## config.mk

```make
export PLATFORM = sky130hd
export DESIGN_NAME = stack_unit
export DESIGN_NICKNAME = d
export VERILOG_FILES = /design/src/rtl/stack_pkg.sv /design/src/rtl/stack_storage.sv /design/src/rtl/stack_unit.sv
export SDC_FILE = /design/constraint.sdc
export NUM_CORES = 1
export LEC_CHECK = 0
export CORE_ASPECT_RATIO = 2
export CORE_MARGIN = 2
export CORE_UTILIZATION = 57
export CTS_BUF_LIST = sky130_fd_sc_hd__clkbuf_8
export CTS_CLUSTER_SIZE = 14
export DETAILED_ROUTE_END_ITERATION = 10
export HOLD_SLACK_MARGIN = 0.15
export PLACE_DENSITY = 0.79
export SETUP_SLACK_MARGIN = 0.15
export SLEW_MARGIN = 20
export SYNTH_ARGS = -nofsm -noshare
export SYNTH_HDL_FRONTEND = slang
export SYNTH_SLANG_ARGS = --single-unit
```

## constraint.sdc

```tcl
create_clock -name clock -period 4.99 [get_ports clock]
set_clock_uncertainty 0.05 [all_clocks]
set_input_delay 1.2475 -clock clock [delete_from_list [all_inputs] [get_ports clock]]
set_output_delay 1.2475 -clock clock [all_outputs]
set_load 0.02 [all_outputs]
```

## src/rtl/stack_pkg.sv

```systemverilog
// Shared stack definitions: stack_op encodings and default geometry.
// Imported by stack_unit, the control unit and the processor top.
package stack_pkg;

   typedef enum logic [1:0] {
      STACK_NONE    = 2'b00,
      STACK_PUSH    = 2'b01,
      STACK_POP     = 2'b10,
      STACK_REPLACE = 2'b11
   } stack_op_e;

   localparam logic [1:0] PUSH_VALUE = STACK_PUSH;
   localparam logic [1:0] POP_VALUE  = STACK_POP;

   localparam int STACK_DEPTH     = 32;
   localparam int STACK_BASE_ADDR = 224;

endpackage

```

## src/rtl/stack_storage.sv

```systemverilog
// Stack entry array: DEPTH x DATA_WIDTH registers, no reset.
// Ports: clock, we/waddr/wdata sync write, raddr -> rdata async read.
module stack_storage #(
   parameter int DATA_WIDTH = 32,
   parameter int DEPTH      = 32,
   parameter int IDX_WIDTH  = (DEPTH > 1) ? $clog2(DEPTH) : 1
) (
   input  logic                  clock,
   input  logic                  we,
   input  logic [IDX_WIDTH-1:0]  waddr,
   input  logic [DATA_WIDTH-1:0] wdata,
   input  logic [IDX_WIDTH-1:0]  raddr,
   output logic [DATA_WIDTH-1:0] rdata
);

   logic [DATA_WIDTH-1:0] mem [DEPTH];

   always_ff @(posedge clock) begin
      if (we && (32'(waddr) < DEPTH))
         mem[waddr] <= wdata;
   end

   // Non power-of-two depths leave unused index codes; read them as 0.
   always_comb begin
      rdata = '0;
      if (32'(raddr) < DEPTH)
         rdata = mem[raddr];
   end

endmodule

```

## src/rtl/stack_unit.sv

```systemverilog
// Parametrised hardware stack: count, flags, sticky errors, pop return.
// Ports: clock, reset_n, stack_op, push_data, flush, err_clear -> outputs.
module stack_unit
   import stack_pkg::*;
#(
   parameter int DATA_WIDTH = 32,
   parameter int DEPTH      = STACK_DEPTH,
   parameter int ADDR_WIDTH = 32,
   parameter int BASE_ADDR  = STACK_BASE_ADDR,
   parameter int CNT_WIDTH  = $clog2(DEPTH + 1)
) (
   input  logic                  clock,
   input  logic                  reset_n,
   input  logic [1:0]            stack_op,
   input  logic [DATA_WIDTH-1:0] push_data,
   input  logic                  flush,
   input  logic                  err_clear,
   output logic [DATA_WIDTH-1:0] top_data,
   output logic [DATA_WIDTH-1:0] pop_data,
   output logic                  pop_valid,
   output logic [ADDR_WIDTH-1:0] sp,
   output logic [CNT_WIDTH-1:0]  count,
   output logic                  full,
   output logic                  empty,
   output logic                  overflow_err,
   output logic                  underflow_err
);

   localparam int IW = (DEPTH > 1) ? $clog2(DEPTH) : 1;

   logic [CNT_WIDTH-1:0]  cnt_q;
   logic [CNT_WIDTH-1:0]  cnt_nxt;
   logic                  we;
   logic [IW-1:0]         waddr;
   logic [IW-1:0]         top_idx;
   logic [DATA_WIDTH-1:0] rdata;
   logic                  take_pop;
   logic                  ovf_set;
   logic                  udf_set;

   assign full    = (cnt_q == CNT_WIDTH'(DEPTH));
   assign empty   = (cnt_q == '0);
   assign top_idx = IW'(cnt_q - CNT_WIDTH'(1));

   stack_storage #(
      .DATA_WIDTH (DATA_WIDTH),
      .DEPTH      (DEPTH),
      .IDX_WIDTH  (IW)
   ) u_storage (
      .clock (clock),
      .we    (we),
      .waddr (waddr),
      .wdata (push_data),
      .raddr (top_idx),
      .rdata (rdata)
   );

   always_comb begin
      cnt_nxt  = cnt_q;
      we       = 1'b0;
      waddr    = IW'(cnt_q);
      take_pop = 1'b0;
      ovf_set  = 1'b0;
      udf_set  = 1'b0;
      if (flush) begin
         cnt_nxt = '0;
      end else begin
         unique case (stack_op)
            STACK_PUSH: begin
               if (full) begin
                  ovf_set = 1'b1;
               end else begin
                  we      = 1'b1;
                  cnt_nxt = cnt_q + CNT_WIDTH'(1);
               end
            end
            STACK_POP: begin
               if (empty) begin
                  udf_set = 1'b1;
               end else begin
                  take_pop = 1'b1;
                  cnt_nxt  = cnt_q - CNT_WIDTH'(1);
               end
            end
            STACK_REPLACE: begin
               // Empty replace degenerates to a plain push (never full).
               if (empty) begin
                  we      = 1'b1;
                  cnt_nxt = cnt_q + CNT_WIDTH'(1);
               end else begin
                  take_pop = 1'b1;
                  we       = 1'b1;
                  waddr    = top_idx;
               end
            end
            default: ;
         endcase
      end
   end

   always_ff @(posedge clock) begin
      if (!reset_n) begin
         cnt_q         <= '0;
         pop_data      <= '0;
         pop_valid     <= 1'b0;
         overflow_err  <= 1'b0;
         underflow_err <= 1'b0;
      end else begin
         cnt_q     <= cnt_nxt;
         pop_valid <= take_pop;
         if (take_pop)
            pop_data <= rdata;
         // Later assignment lets a new error win over err_clear.
         if (err_clear) begin
            overflow_err  <= 1'b0;
            underflow_err <= 1'b0;
         end
         if (ovf_set)
            overflow_err <= 1'b1;
         if (udf_set)
            underflow_err <= 1'b1;
      end
   end

   assign count    = cnt_q;
   assign top_data = empty ? '0 : rdata;
   assign sp       = ADDR_WIDTH'(BASE_ADDR) + ADDR_WIDTH'(cnt_q);

endmodule

```

==> results of run 1 <==
[per-stage QoR]
stage / cells / area, um2 / hold WS (ns) / utilization [%]
after floorplan: 2114 / 41710 / 0.4834 / -
after global placement: 3087 / 44840 / 0.3885 / 61.84
after detailed placement: 3087 / 44840 / 0.3944 / 61.84
after CTS: 3373 / 48360 / 0.4104 / 66.69
after global routing: 3380 / 48410 / 0.4273 / 66.76
final: 3382 / 48420 / 0.4107 / 66.77
[placed cells by master (no fill, tap or decap), types with 9 or more instances in the layout]
master and count:
nor2_1 44, a22oi_1 31, inv_1 54, o21ai_1 22, nand3_1 36, mux4_2 256, buf_12 51, dfxtp_1 39
o2111ai_2 20, nand2_1 202, clkbuf_8 155, clkdlybuf4s50_1 84, clkinv_1 24, buf_16 9, clkinv_2 16, edfxtp_1 1024
nor2_4 30, dlygate4sd2_1 25, conb_1 23, o21ai_0 58, buf_4 41, mux2i_2 10, a21oi_1 11, mux2i_1 54
[cell type report]
cell class	count	area share, %
antenna	6	0.03101
clock buffer	155	4.406
clock inverter	103	1.204
inverter	9	0.06977
multi-input combinational	887	20.62
sequential	1065	65.21
tap	923	2.385
timing repair buffer	234	6.070
[registers in the layout (all words and copies together), names as in the netlist]
| signal | flops |
|---|---|
| u_storage.mem | 1024 |
| count | 6 |
| underflow_err | 1 |
| pop_valid | 1 |
| pop_data | 32 |
| overflow_err | 1 |
[metal layers]
metal  GRT usage, %  up-vias
li1               -     9004
met1          33.35    11507
met2          51.84     1617
met3          5.912      418
met4          20.85        0
met5              0        -
[power groups by stage]
stage                     clock network (uW)  logic, uW  registers [uW]
after floorplan                            0       1430           10100
after global placement                     0       2400           10100
after detailed placement                   0       2440           10100
after CTS                               6330       2700            9900
after global routing                    6700       2860            9900
final                                   6290       2740            9900
[critical path, cell delays in order, from the launching register on]
cell and delay [ns]:
dfxtp_4 0.39, inv_1 0.07, buf_4 0.17, ha_4 0.38
buf_12 0.19, buf_16 0.17, mux4_2 0.33, mux2i_2 0.25
o21ai_1 0.17, o2111ai_4 0.15, nor2_1 0.07, dlygate4sd2_1 0.33
[cells in the mapped netlist, drive strengths merged, types with 2 or more instances]
cell type,n
a211oi,3
a21oi,12
a22oi,31
a31oi,3
and2,2
buf,79
clkbuf,75
dfxtp,41
edfxtp,1024
ha,3
inv,9
mux2i,67
mux4,256
nand2,203
nand2b,6
nand3,36
nor2,73
nor2b,3
nor3,10
nor4b,2
o2111ai,33
o211ai,4
o21ai,80
o22ai,3
o31ai,2
or3,5
or3b,3
xnor2,4
xor2,2
[cell families (layout without fill, tap and decap cells)]
logic type                 after synthesis  after routing  share of synthesized area, %
muxes                                  323            323                         15.49
xor gates and xnor gates                 6              6                        0.1263
DFF                                   1065           1065                         75.88
AOI/OAI and AO/OA                      180            180                         2.851
adders and majority gates                3              3                       0.09022
and+or+nand+nor                        351            352                         3.597
other                                    1             29                      0.009013
buffers and inverters                  163            501                         1.964
[timing repair]
action / CTS / global route
gates cloned: 8 / 0
setup endpoints to repair: 33 / 21
pin swaps: 4 / 3
setup buffers: 20 / 3
gates resized for setup: 117 / 26
[worst max path at each step]
stage                        start              endpoint  slack (ns)  cells past startpoint
after detailed placement  count[0]          top_data[16]        0.31                      8
after global placement    count[0]          top_data[25]        0.34                      8
final                     count[0]          top_data[15]        0.19                     11
after global routing      count[0]          top_data[16]        0.11                     12
after floorplan           count[0]  u_storage.mem[18][0]        0.29                     11
after CTS                 count[0]           top_data[9]        0.13                     12
==> results.md, run 1 <==
* Reg2Reg Depth at 9
* Vias in the first global route at about 23000
* Initial Util at 57.37%
* Final ANT Viol Nets at 0
* Initial antenna violation count at 7
* Drt first pass iters at 7
* Area leader, netlist: edfxtp_1
* Total number of vias at 22546
* Maximum vdd drop at around 280 uV
* Period utilization at a little over nine tenths
* Die X at a little under 200 um
* Final nets at roughly 2400
* Max_cap viols at 0
* Top FF cell, synth: edfxtp_1
* Row Count at 140
* Netlist Area Pre-Place at roughly 0.042 mm2
* Worst R2R Start: count[0]
* Reg-to-reg critical path endpoint: u_storage.mem[30][17]
* Uppermost routed layer: met4
* Sw Share at between 20% and 30%
* WP data arrival at around 3.5 ns
* Psw at between 4000 and 5000 uW
* Total power draw at ~19000 uW
* FMAX at ~210 MHz
* Cells after synthesis at 2092
* RSZ-0062 raised after global routing: true
* Setup crit start kind: flop
* Hold Crit Class: flop to flop
* I/O pin total at ~150
* Flops & latches, synth at 1065
* Global placer's final weighted congestion at 0.8240
* Static Leak at roughly 0.016 uW
* Core footprint at 0.07252 mm2
* Final Hold Fails at 0
* Pwr Density at roughly 390 mW/mm2
* Mean Syn Cell Area at between 15 and 20 um2
* Seq/Total Area, Yosys at ~76%
* Clock Path Buffers at 3
* Outcome: complete, no violations
* Comb pwr share at roughly 14%
* Hpwl dp at 56.16 mm
* Crit end category: output pin
* # hold bufs at CTS at 0
* Clock share of power at between 30% and 40%
* R2R setup slack at roughly 1.4 ns
* Largest net degree at the start of global routing at 79
* First-pass GRT wire length at approximately 160 mm
* Detailed route wirelength on metal3 at between 9 and 10 mm
* Min Clock Period, post-route at about 4.8 ns
* Pins Over Slew Limit at 0
* Vias per cell at 6.666
* Max-slew headroom at between 20 and 30%
* Reg area at between 0.03 and 0.04 mm2
* Share of post-route cells with drive strength above 1 at between 20 and 30%
* Worst-Margin Slew at 1.074 ns
* Setup WS post-layout at around 0.19 ns
* Synthesis-to-layout area growth at 16.37%
* Async S/R FF share, synth at 0%
* Global Route Usage Sum at 29.91%
* Clk Tree Root Cell: clkbuf_8
* Port bufs at between 100 and 150
* Setup TNS at 0 ns
* WL per Instance at around 33 um
* Insertion delay to the later sink of the worst-skew pair at roughly 0.8 ns
* CP required at about 3.7 ns
* Initial DRC Count at 2631
* DRC viols at 0
* TritonCTS Buffers at 142
* Worst-path fanout max at 18
* Hold Path Sink: overflow_err
* Post-synth EDFFs at a little over 1000
* WL met2 at roughly 57 mm
* DRT Wirelength at approximately 110 mm
* TritonCTS clock tree: yes
* Sequential share of power at 52.3%
* Int Power at 14120 uW
* M1 wire length at roughly 35 mm
* Yosys warns at 0
* Die area at about 0.075 mm2
* Synth top area share at around 74%
* Netlist cell types at 59
* Pre-CTS setup slack at just over 0.3 ns
* CTS H-tree lvls at 4
* Crit path kind: flop to output pin
* Area of the multi-input gates at between 0.009 and 0.01 mm2
* Die Ht at roughly 390 um
* Grt ovf at 0
* Hold Startpoint: overflow_err
* Top cells by area, synth: edfxtp_1 (74%), mux4_2 (14%), dfxtp_1 (2.0%)
* Fillers at about 4400
* Hold Path Depth at 2
* Clk slew on worst S/H paths at about 0.07 ns
* Final setup vio count at 0
* Clock sink count at 1065
Note: power is estimated with default switching activity, not from simulation.
==> inputs of run 2 (changes only) <==
CORE_UTILIZATION = 55   (was 57)
CTS_BUF_LIST = unset   (was sky130_fd_sc_hd__clkbuf_8)
PLACE_DENSITY = 0.77   (was 0.79)
REMOVE_ABC_BUFFERS = 1   (was unset)
==> run 2 against run 1 <==
Effect of this change:
- clock power up 5.4%
- register-to-register slack better by 0.04 ns
- maximum frequency up 1.6%
- power up 1.3%
- critical path depth unchanged
- combinational power down 4%
- largest cell class unchanged
- largest power group unchanged
==> results.md, run 2 (synthesis gave the netlist of run 1 again) <==
* Static Leak at between 0.015 and 0.02 uW
* Final nets at 2324
* TritonCTS clock tree: yes
* Non-Filler Instances at 3350
* Comb pwr share at between 10% and 20%
* Clock sink count at about 1100
* Delay-heaviest family, CP: buffers and inverters
* # hold bufs at CTS at 0
* Final setup vio count at 0
* Vias in the first global route at roughly 23000
* Outcome: complete, no violations
* Port bufs at 121
* TritonCTS Buffers at 89
* Placed cells at approximately 3200
* Crit path kind: flop to output pin
* CP dominant cell by count: buf_4
* Share of post-route cells with drive strength above 1 at around 23%
* Synthesis-to-layout area growth at 15.55%
* First-pass GRT wire length at between 150 and 200 mm
* Final ANT Viol Nets at 0
* Die X at about 200 um
* RSZ-0062 raised after global routing: false
* Total number of vias at approximately 22000
* Pwr Density at between 300 and 400 mW/mm2
* Commonest non-fill, non-tap cell in the layout: edfxtp_1
* Insertion delay to the later sink of the worst-skew pair at ~0.67 ns
* I/O pin total at about 150
* Max reg flops at 1024
* WP data arrival at 3.43 ns
* CTS H-tree lvls at 3
* Fillers at between 4000 and 5000
* Maximum vdd drop at between 200 and 250 uV
* Core footprint at roughly 0.075 mm2
* M1 wire length at roughly 37 mm
* Biggest register: u_storage.mem
* Row Count at between 100 and 150
* Detailed route wirelength on metal3 at roughly 11 mm
* Clk slew on worst S/H paths at around 0.07 ns
* Hold Crit Class: flop to flop
* Largest net degree at the start of global routing at 100
* Hpwl dp at ~55 mm
* WHS at between 0.4 and 0.5 ns
* Critical path's slowest cell: dfxtp_4
* Crit end category: output pin
* Vias per cell at ~6.7
* Initial antenna violation count at 2
* Pre-CTS setup slack at between 0.3 and 0.4 ns
* Worst-Margin Slew at 1.217 ns
* Max-slew headroom at between 10% and 20%
* DRT Wirelength at roughly 110 mm
* Die Ht at between 300 and 400 um
* Worst-path fanout max at 25
* Global placer's final weighted congestion at ~0.85
* Global Route Usage Sum at 29.49%
* Psw at around 4600 uW
* Setup TNS at 0 ns
* Clock share of power at between 30% and 40%
* Initial DRC Count at between 2000 and 3000
* FMAX at around 210 MHz
* Final Hold Fails at 0
* Sw Share at 24.21%
* Setup crit start kind: flop
* Int Power at 14540 uW
* Commonest non-fill, non-tap cells in the layout: edfxtp_1 (1024), mux4_2 (256), nand2_1 (202)
* WL met2 at approximately 58 mm
* Initial Util at between 50% and 60%
* Crit-path max cell delay at 0.41 ns
* CP required at 3.69 ns
* Max_cap viols at 0
* Pins Over Slew Limit at 0
* WL per Instance at approximately 34 um
* Grt ovf at 0
* Period utilization at roughly 95%
* Min Clock Period, post-route at approximately 4.7 ns
* DRC viols at 0
* Uppermost routed layer: met5
* Die area at about 0.08 mm2
* Buf/Inv on CP at 5
* Clk Tree Root Cell: clkbuf_16
* Antenna cell count at 0
* Drt first pass iters at 6
* Setup WS post-layout at between 0.2 and 0.3 ns
* Sequential share of power at between 50% and 60%
* Clock Path Buffers at 3
* Crit-path cells: inv_1 > buf_4 > ha_4 > buf_4 > buf_16 > mux4_2 > mux2i_1 > o21ai_0 > o2111ai_2 > nor2_1 > dlygate4sd2_1
-- run 2: cell count changes in the layout (fill, tap and decap cells not counted), moves of 9 or more --
cell / previous run / this run
buf_4: 41 / 54
dlymetal6s2s_1: 0 / 13
o2111ai_2: 20 / 7
o2111ai_1: 8 / 26
clkbuf_1: 0 / 41
clkinv_1: 24 / 2
clkbuf_8: 155 / 6
clkinv_2: 16 / 4
buf_12: 51 / 42
inv_1: 54 / 8
mux2i_1: 54 / 63
clkbuf_16: 0 / 93
-- run 2: worst reg2reg max path, cell delays in order, from the launching register on --
cell and delay [ns]:
dfxtp_1 0.43, buf_4 0.36, inv_1 0.21, a21oi_4 0.15, buf_4 0.55, o21ai_0 0.28
and2_1 0.29, nor3_2 0.17, buf_4 0.69
-- run 2: power by group through the flow --
stage,Combinational [uW],Clock (uW),Sequential (uW)
5_1_grt,2780,6990,9900
2_1_floorplan,1740,0,10200
6_report,2640,6630,9900
3_3_place_gp,2370,0,10100
3_5_place_dp,2420,0,10100
4_1_cts,2610,6680,9900
-- run 2: final timing paths --
| check | cells past startpoint | slack, ns | to | from |
|---|---|---|---|---|
| worst max-delay path | 11 | 0.27 | top_data[5] | count[0] |
| worst min-delay path | 2 | 0.41 | pop_data[28] | pop_data[28] |
| worst max register to register | 8 | 1.39 | u_storage.mem[14][22] | count[2] |
| worst min register to register | 2 | 0.41 | pop_data[28] | pop_data[28] |
-- run 2: final cells by class --
| type | count | area, um2 | area share, % |
|---|---|---|---|
| Sequential cell | 1065 | 31570 | 65.67 |
| Multi-Input combinational cell | 886 | 9708 | 20.19 |
| Timing Repair Buffer | 232 | 2840 | 5.907 |
| Clock buffer | 139 | 2539 | 5.280 |
| Tap cell | 1008 | 1261 | 2.623 |
| Clock inverter | 11 | 120.1 | 0.2498 |
| Inverter | 9 | 36.28 | 0.07547 |
-- run 2: per-stage QoR --
stage	cell area [um2]	total power [uW]	utilization (%)
after floorplan	40910	11950	-
after global placement	44860	12460	59.83
after detailed placement	44860	12510	59.83
after CTS	47970	19200	63.98
after global routing	48080	19670	64.12
final	48080	19180	64.12
-- run 2: timing repair --
action / in CTS / in global routing
pin swaps: 3 / 1
gates resized for setup: 36 / 23
endpoints found under the hold margin: 0 / 0
buffers inserted: 12 / 4
cloned: 8 / 1
endpoints found under the setup margin: 32 / 16
-- run 2: layer usage --
metal  vias to the layer above  GRT usage, %
met5                         -             0
met4                         2         14.64
met3                       351         5.082
met2                      1652         50.60
met1                     11569         36.30
li1                       8825             -
